===== config.mk =====
export PLATFORM = sky130hd
export DESIGN_NAME = mem_bus_ctrl_flat
export DESIGN_NICKNAME = d
export VERILOG_FILES = /design/src/rtl/mem_bus_ctrl_if.sv /design/src/rtl/mem_bus_ctrl.sv /design/src/flat_wrapper.sv
export SDC_FILE = /design/constraint.sdc
export NUM_CORES = 1
export LEC_CHECK = 0
export BUFFER_PORTS_ARGS = -buffer_cell sky130_fd_sc_hd__buf_2
export CORE_MARGIN = 2
export CORE_UTILIZATION = 38
export DETAILED_ROUTE_END_ITERATION = 8
export GPL_TIMING_DRIVEN = 0
export PLACE_DENSITY = 0.7
export SETUP_SLACK_MARGIN = 0.05
export SLEW_MARGIN = 0
export SYNTH_ARGS = -nofsm -noshare
export SYNTH_HDL_FRONTEND = slang
export SYNTH_SLANG_ARGS = --single-unit

===== constraint.sdc =====
create_clock -name clk -period 4.5 [get_ports clk]
set_input_delay 0 -clock clk [delete_from_list [all_inputs] [get_ports clk]]
set_output_delay 0 -clock clk [all_outputs]
set_load 0.05 [all_outputs]

===== src/rtl/mem_bus_ctrl_if.sv =====
// Single-master Wishbone-style data bus between the MEM-stage controller and the data slave.
// Signal names carry the bus-side direction as seen from the master.
interface mem_bus_if #(
  parameter int DATA_W = 32
);
  logic              bus_cyc_o;
  logic              bus_stb_o;
  logic              bus_we_o;
  logic [DATA_W-1:0] bus_adr_o;
  logic [DATA_W-1:0] bus_dat_o;
  logic [3:0]        bus_sel_o;
  logic              bus_ack_i;
  logic              bus_err_i;
  logic [DATA_W-1:0] bus_dat_i;

  modport master (
    output bus_cyc_o, bus_stb_o, bus_we_o, bus_adr_o, bus_dat_o, bus_sel_o,
    input  bus_ack_i, bus_err_i, bus_dat_i
  );

  modport slave (
    input  bus_cyc_o, bus_stb_o, bus_we_o, bus_adr_o, bus_dat_o, bus_sel_o,
    output bus_ack_i, bus_err_i, bus_dat_i
  );
endinterface


===== src/rtl/mem_bus_ctrl.sv =====
// MEM-stage load/store sequencer: issues one bus cycle per request, stalls the pipeline
// until it completes, and buffers load data while another stall source holds the pipeline.
module mem_bus_ctrl #(
  parameter int DATA_W  = 32,
  parameter int TIMEOUT = 255,
  parameter int TO_W    = 8
) (
  input  logic              clk,
  input  logic              rst,
  input  logic              mem_req,
  input  logic              mem_we,
  input  logic [DATA_W-1:0] mem_addr,
  input  logic [DATA_W-1:0] mem_wdata,
  input  logic [3:0]        mem_sel,
  input  logic              stall_in,
  input  logic              flush,
  output logic [DATA_W-1:0] mem_rdata,
  output logic              mem_err,
  output logic              stallreq,
  mem_bus_if.master         bus
);

  localparam logic [1:0] IDLE = 2'd0;
  localparam logic [1:0] BUSY = 2'd1;
  localparam logic [1:0] HOLD = 2'd2;

  logic [1:0]        state;
  logic [DATA_W-1:0] rd_buf;
  logic [TO_W-1:0]   to_cnt;
  logic              timeout_hit;
  logic              abort;

  assign timeout_hit = (to_cnt == TO_W'(TIMEOUT - 1));
  // A slave error always aborts; the timeout only when the slave stays silent this cycle.
  assign abort = bus.bus_err_i | (!bus.bus_ack_i & timeout_hit);

  always_comb begin
    stallreq  = 1'b0;
    mem_rdata = '0;
    case (state)
      IDLE: stallreq = mem_req & !flush;
      BUSY: begin
        stallreq  = !bus.bus_ack_i | bus.bus_err_i | flush;
        mem_rdata = bus.bus_dat_i;
      end
      HOLD: mem_rdata = rd_buf;
      default: begin
        stallreq  = 1'b0;
        mem_rdata = '0;
      end
    endcase
  end

  always_ff @(posedge clk or negedge rst) begin
    if (!rst) begin
      state         <= IDLE;
      rd_buf        <= '0;
      to_cnt        <= '0;
      mem_err       <= 1'b0;
      bus.bus_cyc_o <= 1'b0;
      bus.bus_stb_o <= 1'b0;
      bus.bus_we_o  <= 1'b0;
      bus.bus_adr_o <= '0;
      bus.bus_dat_o <= '0;
      bus.bus_sel_o <= '0;
    end else begin
      mem_err <= 1'b0;
      case (state)
        IDLE: begin
          if (mem_req && !flush) begin
            bus.bus_we_o  <= mem_we;
            bus.bus_adr_o <= mem_addr;
            bus.bus_dat_o <= mem_wdata;
            bus.bus_sel_o <= mem_sel;
            bus.bus_cyc_o <= 1'b1;
            bus.bus_stb_o <= 1'b1;
            to_cnt        <= '0;
            state         <= BUSY;
          end
        end
        BUSY: begin
          if (flush) begin
            bus.bus_cyc_o <= 1'b0;
            bus.bus_stb_o <= 1'b0;
            state         <= IDLE;
          end else if (abort) begin
            bus.bus_cyc_o <= 1'b0;
            bus.bus_stb_o <= 1'b0;
            mem_err       <= 1'b1;
            state         <= IDLE;
          end else if (bus.bus_ack_i) begin
            rd_buf        <= bus.bus_dat_i;
            bus.bus_cyc_o <= 1'b0;
            bus.bus_stb_o <= 1'b0;
            state         <= stall_in ? HOLD : IDLE;
          end else begin
            to_cnt <= to_cnt + TO_W'(1);
          end
        end
        // The instruction that owns rd_buf is still in MEM, so mem_req is ignored here.
        HOLD: begin
          if (!stall_in || flush) state <= IDLE;
        end
        default: state <= IDLE;
      endcase
    end
  end

endmodule


===== src/flat_wrapper.sv =====
// flat-port wrapper written by rule: the top's interface ports become plain ports
module mem_bus_ctrl_flat 
#(
  parameter int DATA_W  = 32,
  parameter int TIMEOUT = 255,
  parameter int TO_W    = 8
)
  (clk, rst, mem_req, mem_we, mem_addr, mem_wdata, mem_sel, stall_in, flush, mem_rdata, mem_err, stallreq, bus_bus_cyc_o, bus_bus_stb_o, bus_bus_we_o, bus_bus_adr_o, bus_bus_dat_o, bus_bus_sel_o, bus_bus_ack_i, bus_bus_err_i, bus_bus_dat_i);
  mem_bus_if #(.DATA_W(DATA_W)) bus_i ();
  input  logic clk;
  input  logic rst;
  input  logic mem_req;
  input  logic mem_we;
  input  logic [DATA_W-1:0] mem_addr;
  input  logic [DATA_W-1:0] mem_wdata;
  input  logic [3:0] mem_sel;
  input  logic stall_in;
  input  logic flush;
  output logic [DATA_W-1:0] mem_rdata;
  output logic mem_err;
  output logic stallreq;
  output wire logic [$bits(bus_i.bus_cyc_o)-1:0] bus_bus_cyc_o;
  output wire logic [$bits(bus_i.bus_stb_o)-1:0] bus_bus_stb_o;
  output wire logic [$bits(bus_i.bus_we_o)-1:0] bus_bus_we_o;
  output wire logic [$bits(bus_i.bus_adr_o)-1:0] bus_bus_adr_o;
  output wire logic [$bits(bus_i.bus_dat_o)-1:0] bus_bus_dat_o;
  output wire logic [$bits(bus_i.bus_sel_o)-1:0] bus_bus_sel_o;
  input wire logic [$bits(bus_i.bus_ack_i)-1:0] bus_bus_ack_i;
  input wire logic [$bits(bus_i.bus_err_i)-1:0] bus_bus_err_i;
  input wire logic [$bits(bus_i.bus_dat_i)-1:0] bus_bus_dat_i;
  assign bus_bus_cyc_o = bus_i.bus_cyc_o;
  assign bus_bus_stb_o = bus_i.bus_stb_o;
  assign bus_bus_we_o = bus_i.bus_we_o;
  assign bus_bus_adr_o = bus_i.bus_adr_o;
  assign bus_bus_dat_o = bus_i.bus_dat_o;
  assign bus_bus_sel_o = bus_i.bus_sel_o;
  assign bus_i.bus_ack_i = bus_bus_ack_i;
  assign bus_i.bus_err_i = bus_bus_err_i;
  assign bus_i.bus_dat_i = bus_bus_dat_i;
  mem_bus_ctrl #(.DATA_W(DATA_W), .TIMEOUT(TIMEOUT), .TO_W(TO_W)) u_core (.clk(clk), .rst(rst), .mem_req(mem_req), .mem_we(mem_we), .mem_addr(mem_addr), .mem_wdata(mem_wdata), .mem_sel(mem_sel), .stall_in(stall_in), .flush(flush), .mem_rdata(mem_rdata), .mem_err(mem_err), .stallreq(stallreq), .bus(bus_i));
endmodule

==> flow_metrics.py, run 1 <==
metrics = {
    "sta": {
        "setup_viol_count_final": 0,
        "max_slew.worst_pin.slew_ps": 680.9,
        "timing.max_slew.rel_slack_pct": 54.61,
        "grt_setup_unrepaired": "false",
        "maxSlewViolCount": 0,
        "period_minus_slack_ps": 2339,
        "tns_ps": 0,
        "max_freq_mhz": 427.6,
        "clock_skew_ps": 7.172,
        "finalHoldViolations": 0,
        "final.period_utilization_pct": 51.98,
        "setup_slack_ps": 2161,
    },
    "logic_synthesis": {
        "yosysWarnings": 0,
        "synth_seq_area_share_pct": 56.16,
        "synth-compound-area-share_pct": 9.667,
        "ys_types": 38,
        "netlist_top_cells_area": "sky130_fd_sc_hd__dfrtp_1 56%, sky130_fd_sc_hd__mux2_2 23%, sky130_fd_sc_hd__a22oi_1 4.8%",
        "synth_simple_gate_area_share_pct": 7.381,
        "synth_top_family_by_area": "multiplexers",
        "yosysTopAreaCellShare_pct": 56.16,
        "avgSynthCellArea_sq_um": 13.35,
        "post_synth_mux_area_share_pct": 22.59,
        "synth_ff_type": "sky130_fd_sc_hd__dfrtp_1",
        "post_synth_inst_count": 377,
        "synth_top_area_cell": "sky130_fd_sc_hd__dfrtp_1",
        "synth_adder_area_share_pct": 1.243,
        "synth_async_sr_flop_share_pct": 100.0,
        "post_synth_edffs": 0,
        "net_count_synth": 490,
        "synth_area_sq_mm": 0.005035,
        "post_synth_xor_area_fraction_pct": 0,
        "synth_seq_cells": 113,
    },
    "setup_path": {
        "timing.critical_path.to_type": "primary output",
        "critical_path.max_fanout": 10,
        "critPathLaunchType": "flip-flop",
        "criticalPathCategory": "flip-flop to primary output",
        "critPathArrivalTime_ps": 2340,
        "worst_ep_required_time_ps": 4500,
    },
    "detailed_routing": {
        "route.final.wire_length_um": 15060,
        "route.vias.total": 4425,
        "wire_per_inst_um": 16.68,
        "drt_iter0_drc": 158,
        "drt_pass1_iterations": 4,
        "routed_via_density": 4.900,
        "drc": 0,
        "final_antenna_net_count": 0,
    },
    "place": {
        "routabilityCongestion": 0.8095,
        "dp_slack_ps": 2483,
        "post-dp-hpwl_um": 9386,
        "io_buffer_count": 212,
    },
    "power_and_ir_drop": {
        "reported_leakage_power_uw": 0.003785,
        "worst_ir_drop_vdd_mv": 0.5611,
        "power-per-cell-area_mw_per_mm2": 759.8,
    },
    "clock_network": {
        "clkLatencyLatePin_ps": 420,
        "clock_sink_count": 113,
        "clk_transition_reported_paths_ps": 60,
        "tritoncts.num_buffers": 17,
        "cts_root_buffer": "sky130_fd_sc_hd__clkbuf_16",
        "tritoncts": "yes",
        "cts_htree_levels": 4,
        "ctsLongestPathBuffers": 2,
        "cts.repair.resized": 0,
        "cts_setup_buffers": 0,
    },
    "job": {
        "drv_cap": 0,
    },
    "floorplanning": {
        "die_x_um": 119.1,
        "ioPinCount": 213,
        "placementRows": 42,
        "floorplan.core_area_sq_mm": 0.01309,
        "die_area_sq_mm": 0.01419,
        "die_y_um": 119.1,
        "floorplan.initialDensity_pct": 38.48,
    },
    "global_route": {
        "grt_antenna_before_repair": 0,
        "first_pass_grt_wire_length_um": 24090,
        "gr-total-overflow": 0,
        "track_usage_pct": 21.91,
        "grt_pass1_vias": 4861,
        "grt_max_degree": 64,
    },
    "layout": {
        "flow.area_growth_from_synthesis_pct": 58.92,
        "final_layout_size_suffix_gt1_share_pct": 50.62,
        "final_nets": 827,
        "num_antenna_cells": 0,
    },
    "outcome": {
        "status": "finished, final reports clean",
    },
    "worst_hold_path": {
        "worstHoldPathType": "primary input to flip-flop",
    },
}
==> state kept, by name, summed over array words and instances, names as in the netlist <==
signal and flops:
u_core.bus.bus_stb_o 1, u_core.bus.bus_sel_o 4, u_core.bus.bus_we_o 1, u_core.bus.bus_dat_o 32
u_core.to_cnt 8, u_core.mem_err 1, u_core.state 2, u_core.bus.bus_adr_o 32
u_core.rd_buf 32
==> path summary, 6_finish.rpt <==
| check | start | endpoint | slack [ps] | depth (start not counted) |
|---|---|---|---|---|
| worst max-delay path | u_core.state[0] | mem_rdata[12] | 2160 | 7 |
| worst min-delay path | mem_req | u_core.state[0] | 60 | 4 |
| worst max register to register | u_core.state[1] | u_core.mem_err | 2440 | 6 |
| worst min register to register | u_core.bus.bus_adr_o[6] | u_core.bus.bus_adr_o[6] | 500 | 1 |
| max in group asynchronous | rst | u_core.bus.bus_dat_o[16] | 3590 | 3 |
| min in group asynchronous | rst | u_core.rd_buf[18] | 150 | 2 |
==> power by group <==
part           switching (uW)  total (uW)  internal (uW)
Clock                     486        1370            880
Combinational            2040        2950            902
Sequential                267        1770           1500
Total                    2800        6080           3280
==> cells by family (layout without fill, tap and decap cells) <==
kind of cell             count (synthesis)  after routing
AND/OR/NAND/NOR                         59             59
buffers and inverters                   34            384
flip-flops                             113            113
adder cells (fa/ha/maj)                  5              5
multiplexers                           101            101
AO/OA/AOI/OAI                           65             65
==> cells in the mapped netlist (all sizes together), types with 2 or more instances <==
master	count
nor2b	35
inv	8
nand4	2
a2bb2oi	2
and3	2
o211ai	3
clkbuf	11
nor2	3
o21ai	4
o311ai	2
a22oi	32
dfrtp	113
a31o	2
a31oi	8
nand2	10
mux2	101
a21oi	4
nand2b	2
ha	5
buf	15
==> routing by layer <==
metal	global-route usage, %	part of all wire, %
met1	24.64	40
met2	38.15	51
met3	7.471	7.4
met4	8.631	2.1
met5	0	0
==> timing repair <==
| item | 4_1_cts | 5_1_grt |
|---|---|---|
| setup endpoints to repair | 0 | 0 |
| endpoints found under the hold margin | 154 | 0 |
| hold buffers | 105 | 0 |
==> layout make-up <==
type	count	area (sq um)
Tap cell	176	220.2
Sequential cell	113	2828
Timing Repair Buffer	318	2142
Buffer	26	118.9
Clock inverter	14	165.2
Multi-Input combinational cell	230	2058
Clock buffer	18	439.2
Inverter	8	30.03
Fill cell	1002	5084
==> placed cells by master, fill, tap and decap left out, types with 4 or more instances in the layout <==
cell type and count:
sky130_fd_sc_hd__clkinv_2 4, sky130_fd_sc_hd__dfrtp_1 113, sky130_fd_sc_hd__a21oi_1 4, sky130_fd_sc_hd__clkinvlp_4 5, sky130_fd_sc_hd__a22oi_1 32, sky130_fd_sc_hd__o21ai_0 4, sky130_fd_sc_hd__mux2_2 101, sky130_fd_sc_hd__inv_1 8
sky130_fd_sc_hd__clkbuf_1 11, sky130_fd_sc_hd__clkbuf_16 17, sky130_fd_sc_hd__nor2b_1 35, sky130_fd_sc_hd__a31oi_1 8, sky130_fd_sc_hd__dlygate4sd3_1 105, sky130_fd_sc_hd__buf_2 225, sky130_fd_sc_hd__ha_1 5, sky130_fd_sc_hd__nand2_1 9
==> worst max-delay path, stage by stage (launching register included) <==
cell                       delay [ps]
sky130_fd_sc_hd__dfrtp_1          390
sky130_fd_sc_hd__inv_1             90
sky130_fd_sc_hd__ha_1             150
sky130_fd_sc_hd__clkbuf_1         230
sky130_fd_sc_hd__clkbuf_1         410
sky130_fd_sc_hd__a22oi_1          180
sky130_fd_sc_hd__nor2b_1          180
sky130_fd_sc_hd__buf_2            290
==> stage by stage <==
step	instances	total power, uW	cell area (sq um)	hold slack (ps)	utilization, %
final	903	6080	8001	59.71	61.15
after global routing	903	6353	8001	65.69	61.15
after CTS	903	6072	8001	43.17	61.15
after detailed placement	766	4613	6346	70.38	48.50
after global placement	765	4539	6316	222.3	48.27
after floorplan	377	3909	5035	-295.6	-
Note: power is estimated with default switching activity, not from simulation.
==> inputs of run 2 (changes only) <==
==> constraint.sdc (replaced) <==
create_clock -name clk -period 2.4 [get_ports clk]
set_input_delay 0 -clock clk [delete_from_list [all_inputs] [get_ports clk]]
set_output_delay 0 -clock clk [all_outputs]
set_load 0.05 [all_outputs]
==> flow_metrics.py, run 2 (synthesized netlist as in run 1, its figures left out) <==
metrics = {
    "worst_hold_path": {
        "worstHoldPathType": "primary input to flip-flop",
        "holdPathStages": 4,
        "min_from": "mem_req",
        "worstHoldEndpoint": "u_core.state[0]",
    },
    "setup_path": {
        "critPathArrivalTime_ps": 2220,
        "criticalPathCategory": "flip-flop to primary output",
        "critPathLaunchType": "flip-flop",
        "crit_path_top_delay_cell": "sky130_fd_sc_hd__clkbuf_1",
        "cp_cell_sequence": "inv_1 > ha_1 > buf_2 > clkbuf_1 > a22oi_1 > nor2b_1 > buf_2",
        "rr_endpoint": "u_core.to_cnt[6]",
        "worstPathBufferInverterCount": 4,
        "crit_path_max_incr_delay_ps": 410,
        "cpLargestDelayFamily": "buffers and inverters",
        "r2r_setup_slack_ps": 350,
        "timing.rr.start": "u_core.state[1]",
        "timing.reg2reg.worst_path_depth": 7,
        "critPathMostFrequentCell": "sky130_fd_sc_hd__buf_2",
        "timing.critical_path.to_type": "primary output",
        "critical_path.max_fanout": 10,
        "worst_ep_required_time_ps": 2400,
    },
    "global_route": {
        "track_usage_pct": 21.91,
        "grt_pass1_vias": 4861,
        "grt_max_degree": 64,
        "first_pass_grt_wire_length_um": 24090,
        "grt_antenna_before_repair": 0,
        "gr-total-overflow": 0,
    },
    "sta": {
        "setup_slack_ps": 175.8,
        "finalHoldViolations": 0,
        "whs_ps": 59.37,
        "clock_skew_ps": 7.576,
        "tns_ps": 0,
        "maxSlewViolCount": 0,
        "setup_viol_count_final": 0,
        "final.period_utilization_pct": 92.67,
        "max_slew.worst_pin.slew_ps": 680.9,
        "grt_setup_unrepaired": "false",
        "timing.max_slew.rel_slack_pct": 54.61,
        "max_freq_mhz": 449.6,
        "period_minus_slack_ps": 2224,
    },
    "detailed_routing": {
        "route.final.wire_length_um": 15020,
        "route.vias.total": 4401,
        "drt_pass1_iterations": 4,
        "routed_via_density": 4.874,
        "drt_iter0_drc": 163,
        "final_antenna_net_count": 0,
        "wire_per_inst_um": 16.64,
        "drc": 0,
    },
    "outcome": {
        "status": "finished, final reports clean",
    },
    "power_and_ir_drop": {
        "reported_leakage_power_uw": 0.003805,
        "power-per-cell-area_mw_per_mm2": 1424,
        "finalPower_uw": 11410,
        "worst_ir_drop_vdd_mv": 1.052,
    },
    "floorplanning": {
        "die_x_um": 119.1,
        "floorplan.core_area_sq_mm": 0.01309,
        "ioPinCount": 213,
        "die_area_sq_mm": 0.01419,
        "die_y_um": 119.1,
        "placementRows": 42,
        "floorplan.initialDensity_pct": 38.48,
    },
    "job": {
        "drv_cap": 0,
    },
    "layout": {
        "final_cell_mix": "225 x sky130_fd_sc_hd__buf_2, 113 x sky130_fd_sc_hd__dfrtp_1, 105 x sky130_fd_sc_hd__dlygate4sd3_1",
        "final_layout_size_suffix_gt1_share_pct": 51.44,
        "most_common_cell_after_layout_fill_and_taps_aside": "sky130_fd_sc_hd__buf_2",
        "multi_input_area_sq_mm": 0.002058,
        "num_antenna_cells": 0,
        "final_nets": 827,
        "area.sequential_sq_mm": 0.002828,
        "flow.area_growth_from_synthesis_pct": 59.07,
        "final_design_area_no_fill_sq_mm": 0.008009,
        "reg_top3": "u_core.bus.bus_adr_o: 32 flops, u_core.bus.bus_dat_o: 32 flops, u_core.rd_buf: 32 flops",
        "layout.filler_cells": 1000,
    },
    "place": {
        "dp_slack_ps": 383.4,
        "placedInstanceArea_sq_mm": 0.006346,
        "routabilityCongestion": 0.8095,
        "post-dp-hpwl_um": 9386,
        "io_buffer_count": 212,
    },
    "clock_network": {
        "clkLatencyLatePin_ps": 420,
        "ctsLongestPathBuffers": 2,
        "clk_transition_reported_paths_ps": 60,
        "tritoncts": "yes",
        "clock_sink_count": 113,
        "tritoncts.num_buffers": 17,
        "cts_htree_levels": 4,
        "cts_root_buffer": "sky130_fd_sc_hd__clkbuf_16",
    },
}
[run 2: cell type report]
class	instances	area share (%)
Inverter	8	0.3749
Buffer	26	1.578
Tap cell	176	2.750
Sequential cell	113	35.31
Clock inverter	14	2.062
Timing Repair Buffer	318	26.75
Clock buffer	18	5.484
Multi-Input combinational cell	230	25.70
[run 2: worst max path at each step]
stage / startpoint / depth (start not counted) / end / slack, ps
after global placement: rst / 1 / u_core.bus.bus_dat_o[15] / 30
after global routing: u_core.state[1] / 7 / mem_rdata[14] / 60
final: u_core.state[1] / 7 / mem_rdata[14] / 180
after floorplan: u_core.state[0] / 6 / mem_rdata[11] / 530
after CTS: u_core.state[0] / 7 / mem_rdata[8] / 100
after detailed placement: u_core.state[1] / 7 / u_core.to_cnt[6] / 380
[run 2: stage by stage]
step | instances | util, %
2_1_floorplan | 377 | -
3_3_place_gp | 765 | 48.27
3_5_place_dp | 766 | 48.50
4_1_cts | 903 | 61.15
5_1_grt | 903 | 61.21
6_report | 903 | 61.21
[run 2: layer usage]
layer | share of wire [%] | global-route usage [%] | vias to the layer above
li1 | - | - | 2036
met1 | 39 | 24.64 | 2146
met2 | 51 | 38.15 | 188
met3 | 7.7 | 7.471 | 31
met4 | 2.2 | 8.631 | 0
met5 | 0 | 0 | -
[run 2: repair_timing]
item / in CTS / in global routing
hold buffers: 105 / 0
buffers inserted: 0 / 0
endpoints found under the hold margin: 154 / 0
gates resized for setup: 0 / 12
setup endpoints to repair: 0 / 30
[run 2: worst reg2reg max path: stages (launching register included)]
cell                       delay (ps)
sky130_fd_sc_hd__dfrtp_1          400
sky130_fd_sc_hd__inv_1            110
sky130_fd_sc_hd__ha_1             140
sky130_fd_sc_hd__buf_2            170
sky130_fd_sc_hd__nor4b_4          330
sky130_fd_sc_hd__o31ai_2          200
sky130_fd_sc_hd__o311ai_0         410
sky130_fd_sc_hd__o211ai_1         150
[run 2: where the power goes]
group	switching (uW)	internal (uW)	leakage, uW
Sequential	500	2810	0.00136
Clock	911	1650	0.000284
Combinational	3830	1700	0.00216
